<file path="src/rtl/hazard_pkg.sv">
// Shared types and defaults for the hazard/stall controller and its detect logic.
package hazard_pkg;

    typedef enum logic [1:0] {
        S_RUN     = 2'd0,
        S_LDSTALL = 2'd1,
        S_FLUSH   = 2'd2,
        S_FWAIT   = 2'd3
    } state_e;

    localparam int unsigned REG_ZERO = 0;

    localparam int unsigned REG_W_DEF               = 5;
    localparam int unsigned LOAD_USE_STALLS_DEF     = 1;
    localparam int unsigned BRANCH_FLUSH_CYCLES_DEF = 1;
    localparam int unsigned FETCH_TIMEOUT_DEF       = 15;

    localparam int unsigned CNT_W  = 3;
    localparam int unsigned WAIT_W = 8;
    localparam logic [WAIT_W-1:0] WAIT_MAX = 8'hFF;

    // The detection cycle is cycle 1, so the counter covers the remaining cycles minus one.
    function automatic logic [CNT_W-1:0] cnt_init(input int unsigned cycles);
        if (cycles > 1) begin
            return CNT_W'(cycles - 2);
        end
        return '0;
    endfunction

endpackage

</file>
<file path="src/rtl/hazard_detect.sv">
// Combinational load-use and taken-branch/jump detection for the ID stage.
module hazard_detect
    import hazard_pkg::*;
#(
    parameter int unsigned REG_W = REG_W_DEF
) (
    input  logic [REG_W-1:0] ifid_rs,
    input  logic [REG_W-1:0] ifid_rt,
    input  logic             id_uses_rt,
    input  logic             idex_memread,
    input  logic [REG_W-1:0] idex_rt,
    input  logic             id_branch_taken,
    input  logic             id_jump,
    output logic             lu,
    output logic             br
);

    logic rs_match;
    logic rt_match;
    logic dest_nonzero;

    always_comb begin
        rs_match     = (idex_rt == ifid_rs);
        rt_match     = id_uses_rt & (idex_rt == ifid_rt);
        // Loads to the zero register never create a real dependency.
        dest_nonzero = (idex_rt != REG_W'(REG_ZERO));
        lu           = idex_memread & dest_nonzero & (rs_match | rt_match);
        br           = id_branch_taken | id_jump;
    end

endmodule

</file>
<file path="src/rtl/hazard_stall_ctrl.sv">
// Hazard/stall controller sequencing the PC and IF/ID register.
// Optional perf counters (stall_cycles, flush_cycles) enabled by HAZARD_PERF_CNT_EN.
module hazard_stall_ctrl
    import hazard_pkg::*;
#(
    parameter int unsigned REG_W               = REG_W_DEF,
    parameter int unsigned LOAD_USE_STALLS     = LOAD_USE_STALLS_DEF,
    parameter int unsigned BRANCH_FLUSH_CYCLES = BRANCH_FLUSH_CYCLES_DEF,
    parameter int unsigned FETCH_TIMEOUT       = FETCH_TIMEOUT_DEF
) (
    input  logic             clk,
    input  logic             reset,
    input  logic [REG_W-1:0] ifid_rs,
    input  logic [REG_W-1:0] ifid_rt,
    input  logic             id_uses_rt,
    input  logic             idex_memread,
    input  logic [REG_W-1:0] idex_rt,
    input  logic             id_branch_taken,
    input  logic             id_jump,
    input  logic             imem_ready,
    output logic             pc_write,
    output logic             ifid_write,
    output logic             if_flush,
    output logic             id_bubble,
    output logic             fetch_timeout,
    output logic             busy
`ifdef HAZARD_PERF_CNT_EN
    ,
    output logic [31:0]      stall_cycles,
    output logic [31:0]      flush_cycles
`endif
);

    localparam logic [CNT_W-1:0]  LU_INIT    = cnt_init(LOAD_USE_STALLS);
    localparam logic [CNT_W-1:0]  BR_INIT    = cnt_init(BRANCH_FLUSH_CYCLES);
    localparam logic [WAIT_W-1:0] TIMEOUT_AT = WAIT_W'(FETCH_TIMEOUT);

    state_e            state_q, state_d;
    logic [CNT_W-1:0]  cnt_q, cnt_d;
    logic [WAIT_W-1:0] wait_cnt_q, wait_cnt_d;
    logic              timeout_q, timeout_d;

    logic lu;
    logic br;
    logic pc_write_raw;
    logic ifid_write_raw;
    logic if_flush_raw;
    logic id_bubble_raw;

    hazard_detect #(
        .REG_W (REG_W)
    ) u_detect (
        .ifid_rs         (ifid_rs),
        .ifid_rt         (ifid_rt),
        .id_uses_rt      (id_uses_rt),
        .idex_memread    (idex_memread),
        .idex_rt         (idex_rt),
        .id_branch_taken (id_branch_taken),
        .id_jump         (id_jump),
        .lu              (lu),
        .br              (br)
    );

    always_comb begin
        state_d        = state_q;
        cnt_d          = cnt_q;
        wait_cnt_d     = wait_cnt_q;
        timeout_d      = timeout_q;
        pc_write_raw   = 1'b0;
        ifid_write_raw = 1'b0;
        if_flush_raw   = 1'b0;
        id_bubble_raw  = 1'b0;

        unique case (state_q)
            S_RUN: begin
                if (lu) begin
                    id_bubble_raw = 1'b1;
                    if (LOAD_USE_STALLS > 1) begin
                        state_d = S_LDSTALL;
                        cnt_d   = LU_INIT;
                    end
                end else if (br) begin
                    pc_write_raw = 1'b1;
                    if_flush_raw = 1'b1;
                    if (BRANCH_FLUSH_CYCLES > 1) begin
                        state_d = S_FLUSH;
                        cnt_d   = BR_INIT;
                    end
                end else if (!imem_ready) begin
                    if_flush_raw = 1'b1;
                    state_d      = S_FWAIT;
                    wait_cnt_d   = WAIT_W'(1);
                end else begin
                    pc_write_raw   = 1'b1;
                    ifid_write_raw = 1'b1;
                end
            end
            // IF/ID is held, so a branch seen here is picked up again back in S_RUN.
            S_LDSTALL: begin
                id_bubble_raw = 1'b1;
                if (cnt_q == '0) begin
                    state_d = S_RUN;
                end else begin
                    cnt_d = cnt_q - CNT_W'(1);
                end
            end
            S_FLUSH: begin
                pc_write_raw = 1'b1;
                if_flush_raw = 1'b1;
                if (cnt_q == '0) begin
                    state_d = S_RUN;
                end else begin
                    cnt_d = cnt_q - CNT_W'(1);
                end
            end
            // The word arriving with imem_ready is captured by the next S_RUN cycle.
            S_FWAIT: begin
                if_flush_raw = 1'b1;
                if (imem_ready) begin
                    state_d    = S_RUN;
                    wait_cnt_d = '0;
                end else if (wait_cnt_q != WAIT_MAX) begin
                    wait_cnt_d = wait_cnt_q + WAIT_W'(1);
                end
            end
            default: begin
                state_d = S_RUN;
            end
        endcase

        if ((state_d == S_FWAIT) && (wait_cnt_d == TIMEOUT_AT)) begin
            timeout_d = 1'b1;
        end
    end

    always_ff @(posedge clk or negedge reset) begin
        if (!reset) begin
            state_q    <= S_RUN;
            cnt_q      <= '0;
            wait_cnt_q <= '0;
            timeout_q  <= 1'b0;
        end else begin
            state_q    <= state_d;
            cnt_q      <= cnt_d;
            wait_cnt_q <= wait_cnt_d;
            timeout_q  <= timeout_d;
        end
    end

    // S_RUN outputs are Mealy, so they are gated to hold everything quiet during reset.
    always_comb begin
        pc_write      = reset & pc_write_raw;
        ifid_write    = reset & ifid_write_raw;
        if_flush      = reset & if_flush_raw;
        id_bubble     = reset & id_bubble_raw;
        fetch_timeout = timeout_q;
        busy          = reset & (state_q != S_RUN);
    end

`ifdef HAZARD_PERF_CNT_EN
    logic [31:0] stall_cycles_q;
    logic [31:0] flush_cycles_q;
    logic        stall_active;
    logic        flush_active;

    always_comb begin
        stall_active = id_bubble | (if_flush & ~pc_write);
        flush_active = if_flush & pc_write;
    end

    always_ff @(posedge clk or negedge reset) begin
        if (!reset) begin
            stall_cycles_q <= '0;
            flush_cycles_q <= '0;
        end else begin
            if (stall_active && (stall_cycles_q != 32'hFFFF_FFFF)) begin
                stall_cycles_q <= stall_cycles_q + 32'd1;
            end
            if (flush_active && (flush_cycles_q != 32'hFFFF_FFFF)) begin
                flush_cycles_q <= flush_cycles_q + 32'd1;
            end
        end
    end

    always_comb begin
        stall_cycles = stall_cycles_q;
        flush_cycles = flush_cycles_q;
    end
`endif

endmodule

</file>
<file path="config.mk">
export PLATFORM = sky130hd
export DESIGN_NAME = hazard_stall_ctrl
export DESIGN_NICKNAME = d
export VERILOG_FILES = /design/src/rtl/hazard_pkg.sv /design/src/rtl/hazard_detect.sv /design/src/rtl/hazard_stall_ctrl.sv
export SDC_FILE = /design/constraint.sdc
export NUM_CORES = 1
export LEC_CHECK = 0
export CORE_MARGIN = 2
export CORE_UTILIZATION = 55
export CTS_BUF_LIST = sky130_fd_sc_hd__clkbuf_4 sky130_fd_sc_hd__clkbuf_8
export CTS_CLUSTER_SIZE = 25
export DETAILED_ROUTE_END_ITERATION = 8
export PLACE_DENSITY = 0.87
export SLEW_MARGIN = 10
export SYNTH_ARGS = -nofsm -noshare
export SYNTH_HDL_FRONTEND = slang
export SYNTH_SLANG_ARGS = --single-unit
</file>
<file path="constraint.sdc">
create_clock -name clk -period 6.1 [get_ports clk]
set_clock_uncertainty 0.2 [all_clocks]
set_input_delay 1.22 -clock clk [delete_from_list [all_inputs] [get_ports clk]]
set_output_delay 1.22 -clock clk [all_outputs]
set_load 0.05 [all_outputs]
</file>
==> summary.log <==
qor: power.leakage 0.000626 uW
qor: clocking.clk_latency 270 ps
qor: synth.synth_top_cells_by_area sky130_fd_sc_hd__dfrtp_1, sky130_fd_sc_hd__ha_1, sky130_fd_sc_hd__inv_1
qor: place.post_dp_cell_area 1450 um^2
qor: synth.synth_top_area_share 30.2%
qor: clocking.cts_resized 0
qor: clocking.clk_root_buffer_cell sky130_fd_sc_hd__clkbuf_4
qor: setup_path.r2r-end fetch_timeout
qor: die.floorplan.die.width 49.9 um
qor: layout.drive_gt1_share 5.88%
qor: drt.finalWirelength 2890 um
qor: sta.hold_slack 274 ps
qor: synth.postSynthCellCount 143
qor: layout.final-seq-area 350 um^2
qor: clocking.clock_tree.buffer_depth 2
qor: worst_hold_path.hold_start fetch_timeout
qor: power.power_density 224 nW/um^2
qor: sta.max-slew-margin-rel 36.9%
qor: place.dp.cells 194
qor: drt.route.vias.total 1182
qor: global_routing.grt_start_max_net_pins 20
qor: synth.synth.yosys.seq_area_share 30.2%
qor: run_status.status completed
qor: setup_path.cp-start-kind primary input
qor: worst_hold_path.hold_path_depth 2
qor: drt.avgViaCountPerCell 6.00
qor: synth.synth_nets 172
qor: clocking.path_clk_slew 70 ps
qor: sta.worst_slack 625 ps
qor: power.maximum_vdd_ir_drop 188 uV
qor: setup_path.cp.arrival 4050 ps
qor: layout.area_delta_synth_final 26.6%
qor: layout.stdcell_area 1470 um^2
qor: sta.report.final.hold_viol_count 0
qor: sta.finalCriticalPeriod 5470 ps
qor: global_routing.antenna_found_initial 0
qor: layout.n_fill_cell 160
qor: drt.detail_route.iter0.violations 57
qor: synth.mappedNetlistArea 1160 um^2
qor: die.fp.dieArea 2490 um^2
qor: drt.drt_antenna_net_count 0
qor: die.fp.coreArea 1980 um^2
qor: die.i_o_pins 28
qor: synth.yosys_register_bits 14
qor: die.die-height 49.9 um
qor: setup_path.critPathCaptureType primary output
qor: synth.synthDistinctLibCells 39
qor: drt.drt_pre_antenna_iters 4
qor: sta.totalNegativeSetupSlack 0 ps
qor: setup_path.rr_startpoint state_q[0]
qor: synth.synthesis.yosys.warnings 0
qor: layout.final_cells 197
qor: clocking.cts_hold_bufs 0
qor: global_routing.track_usage 25.1%
qor: layout.leading_cell_type_in_the_layout_fill_and_taps_excluded sky130_fd_sc_hd__clkdlybuf4s50_1
qor: place.dp_slack 672 ps
qor: place.dp.final_hpwl 2210 um
qor: sta.finalSetupViolCount 0
qor: global_routing.gr-total-overflow 0
qor: drt.wire_per_inst 14.7 um
qor: global_routing.number_of_global_route_vias_before_repair 1141
qor: die.effective_utilization_at_floorplan 58.5%
qor: sta.final_max_slew_viol_count 0
qor: setup_path.regToRegSetupSlack 3200 ps
qor: layout.multi_input_area 728 um^2
qor: worst_hold_path.min_to fetch_timeout
qor: setup_path.worst-endpoint-required 4680 ps
qor: setup_path.worstSetupPathType primary input to primary output
qor: clocking.cts_tree yes
qor: layout.final_cell_mix sky130_fd_sc_hd__clkdlybuf4s50_1, sky130_fd_sc_hd__inv_1, sky130_fd_sc_hd__dfrtp_1
qor: clocking.sink_count 14
qor: worst_hold_path.holdCritPathClass flop to flop
qor: clocking.ctsHtreeMaxLevel 1
qor: layout.n_antenna_cell 0
qor: clocking.tritoncts.num_buffers 3
qor: flow_run.maxCapViolations 0
qor: sta.rsz0062_at_grt no
qor: layout.net_count_of_the_finished_layout 201
qor: sta.tightest_slew 938 ps
qor: sta.post-route-period-util 89.7%
qor: synth.synth_largest_area_cell sky130_fd_sc_hd__dfrtp_1
qor: drt.drc 0
qor: place.numPortBuffers 27
qor: setup_path.ff2ff_path_depth 6
qor: clocking.postCtsSetupBuffers 0
qor: global_routing.global_route_wire_length_before_repair 4860 um
qor: die.floorplan.rows 16
qor: sta.max_freq 183 MHz
qor: setup_path.critical_path.max_fanout 11
qor: synth.syn_area_per_cell 8.11 um^2
qor: place.gp_congestion 0.875
-- worst max-delay path, cell delays in order --
cell	delay, ps
sky130_fd_sc_hd__clkdlybuf4s50_1	480
sky130_fd_sc_hd__or4_4	560
sky130_fd_sc_hd__o221ai_2	460
sky130_fd_sc_hd__nand2_1	180
sky130_fd_sc_hd__a21oi_1	170
sky130_fd_sc_hd__o311a_1	170
sky130_fd_sc_hd__clkdlybuf4s50_1	810
-- cell usage after synthesis (all sizes together) --
cell	instances
a41oi	1
nor4	3
or3	1
o41ai	2
a21o	2
nor2b	3
buf	3
o21ai	10
nor2	9
o311a	1
clkbuf	1
or4	1
a311oi	1
a211o	1
a31oi	5
nand3	6
and2	2
o31ai	1
o21a	1
xnor2	5
a221o	1
a21oi	11
inv	15
xor2	6
mux2i	2
o2111ai	1
dfrtp	14
or2	1
nand4	2
nand2	12
a31o	1
nand2b	2
a21boi	1
nor3	5
and3	2
ha	7
o221ai	1
-- cells by family after synthesis --
group	after synthesis	share of synthesized area (%)
buf+inv	19	7.01
simple gates	49	21.1
mux	2	1.73
compound gates	41	24.1
fa+ha+maj	7	7.55
xor+xnor	11	8.31
flops	14	30.2
-- worst max-delay path by stage --
stage,startpoint,end,slack [ps]
global placement,idex_rt[1],if_flush,760
finish,idex_rt[1],if_flush,630
detailed placement,idex_rt[1],if_flush,670
global route,idex_rt[1],if_flush,500
CTS,idex_rt[1],if_flush,660
floorplan,idex_rt[1],ifid_write,1850
-- metal layers --
metal | part of all wire, % | wire, um | global-route usage, %
met1 | 43 | 1250 | 30.7
met2 | 50 | 1430 | 46.2
met3 | 6.3 | 181 | 4.55
met4 | 0.80 | 23 | 4.17
met5 | 0 | 0 | 0
-- report_power, final --
group / switching [uW] / internal (uW) / total (uW)
combinational: 109 / 62.3 / 171
sequential: 9.30 / 100 / 109
clock: 25.3 / 22.8 / 48.1
-- layout make-up --
type / count / share of cell area, %
Timing Repair Buffer: 28 / 18.9
Tap cell: 27 / 2.30
Clock buffer: 3 / 1.53
Multi-Input combinational cell: 110 / 49.6
Sequential cell: 14 / 23.9
Inverter: 15 / 3.83
-- state kept, by name (all words and copies together), names as in the netlist --
| name | cells |
|---|---|
| fetch_timeout | 1 |
| state_q | 2 |
| wait_cnt_q | 8 |
| cnt_q | 3 |
-- per-stage QoR --
step                      util (%)  total power [uW]
after floorplan                  -               226
after CTS                     74.1               330
after detailed placement      73.0               280
after global routing          74.1               352
final                         74.1               329
after global placement        73.0               275
No activity file was read; power rests on OpenSTA's default activity.
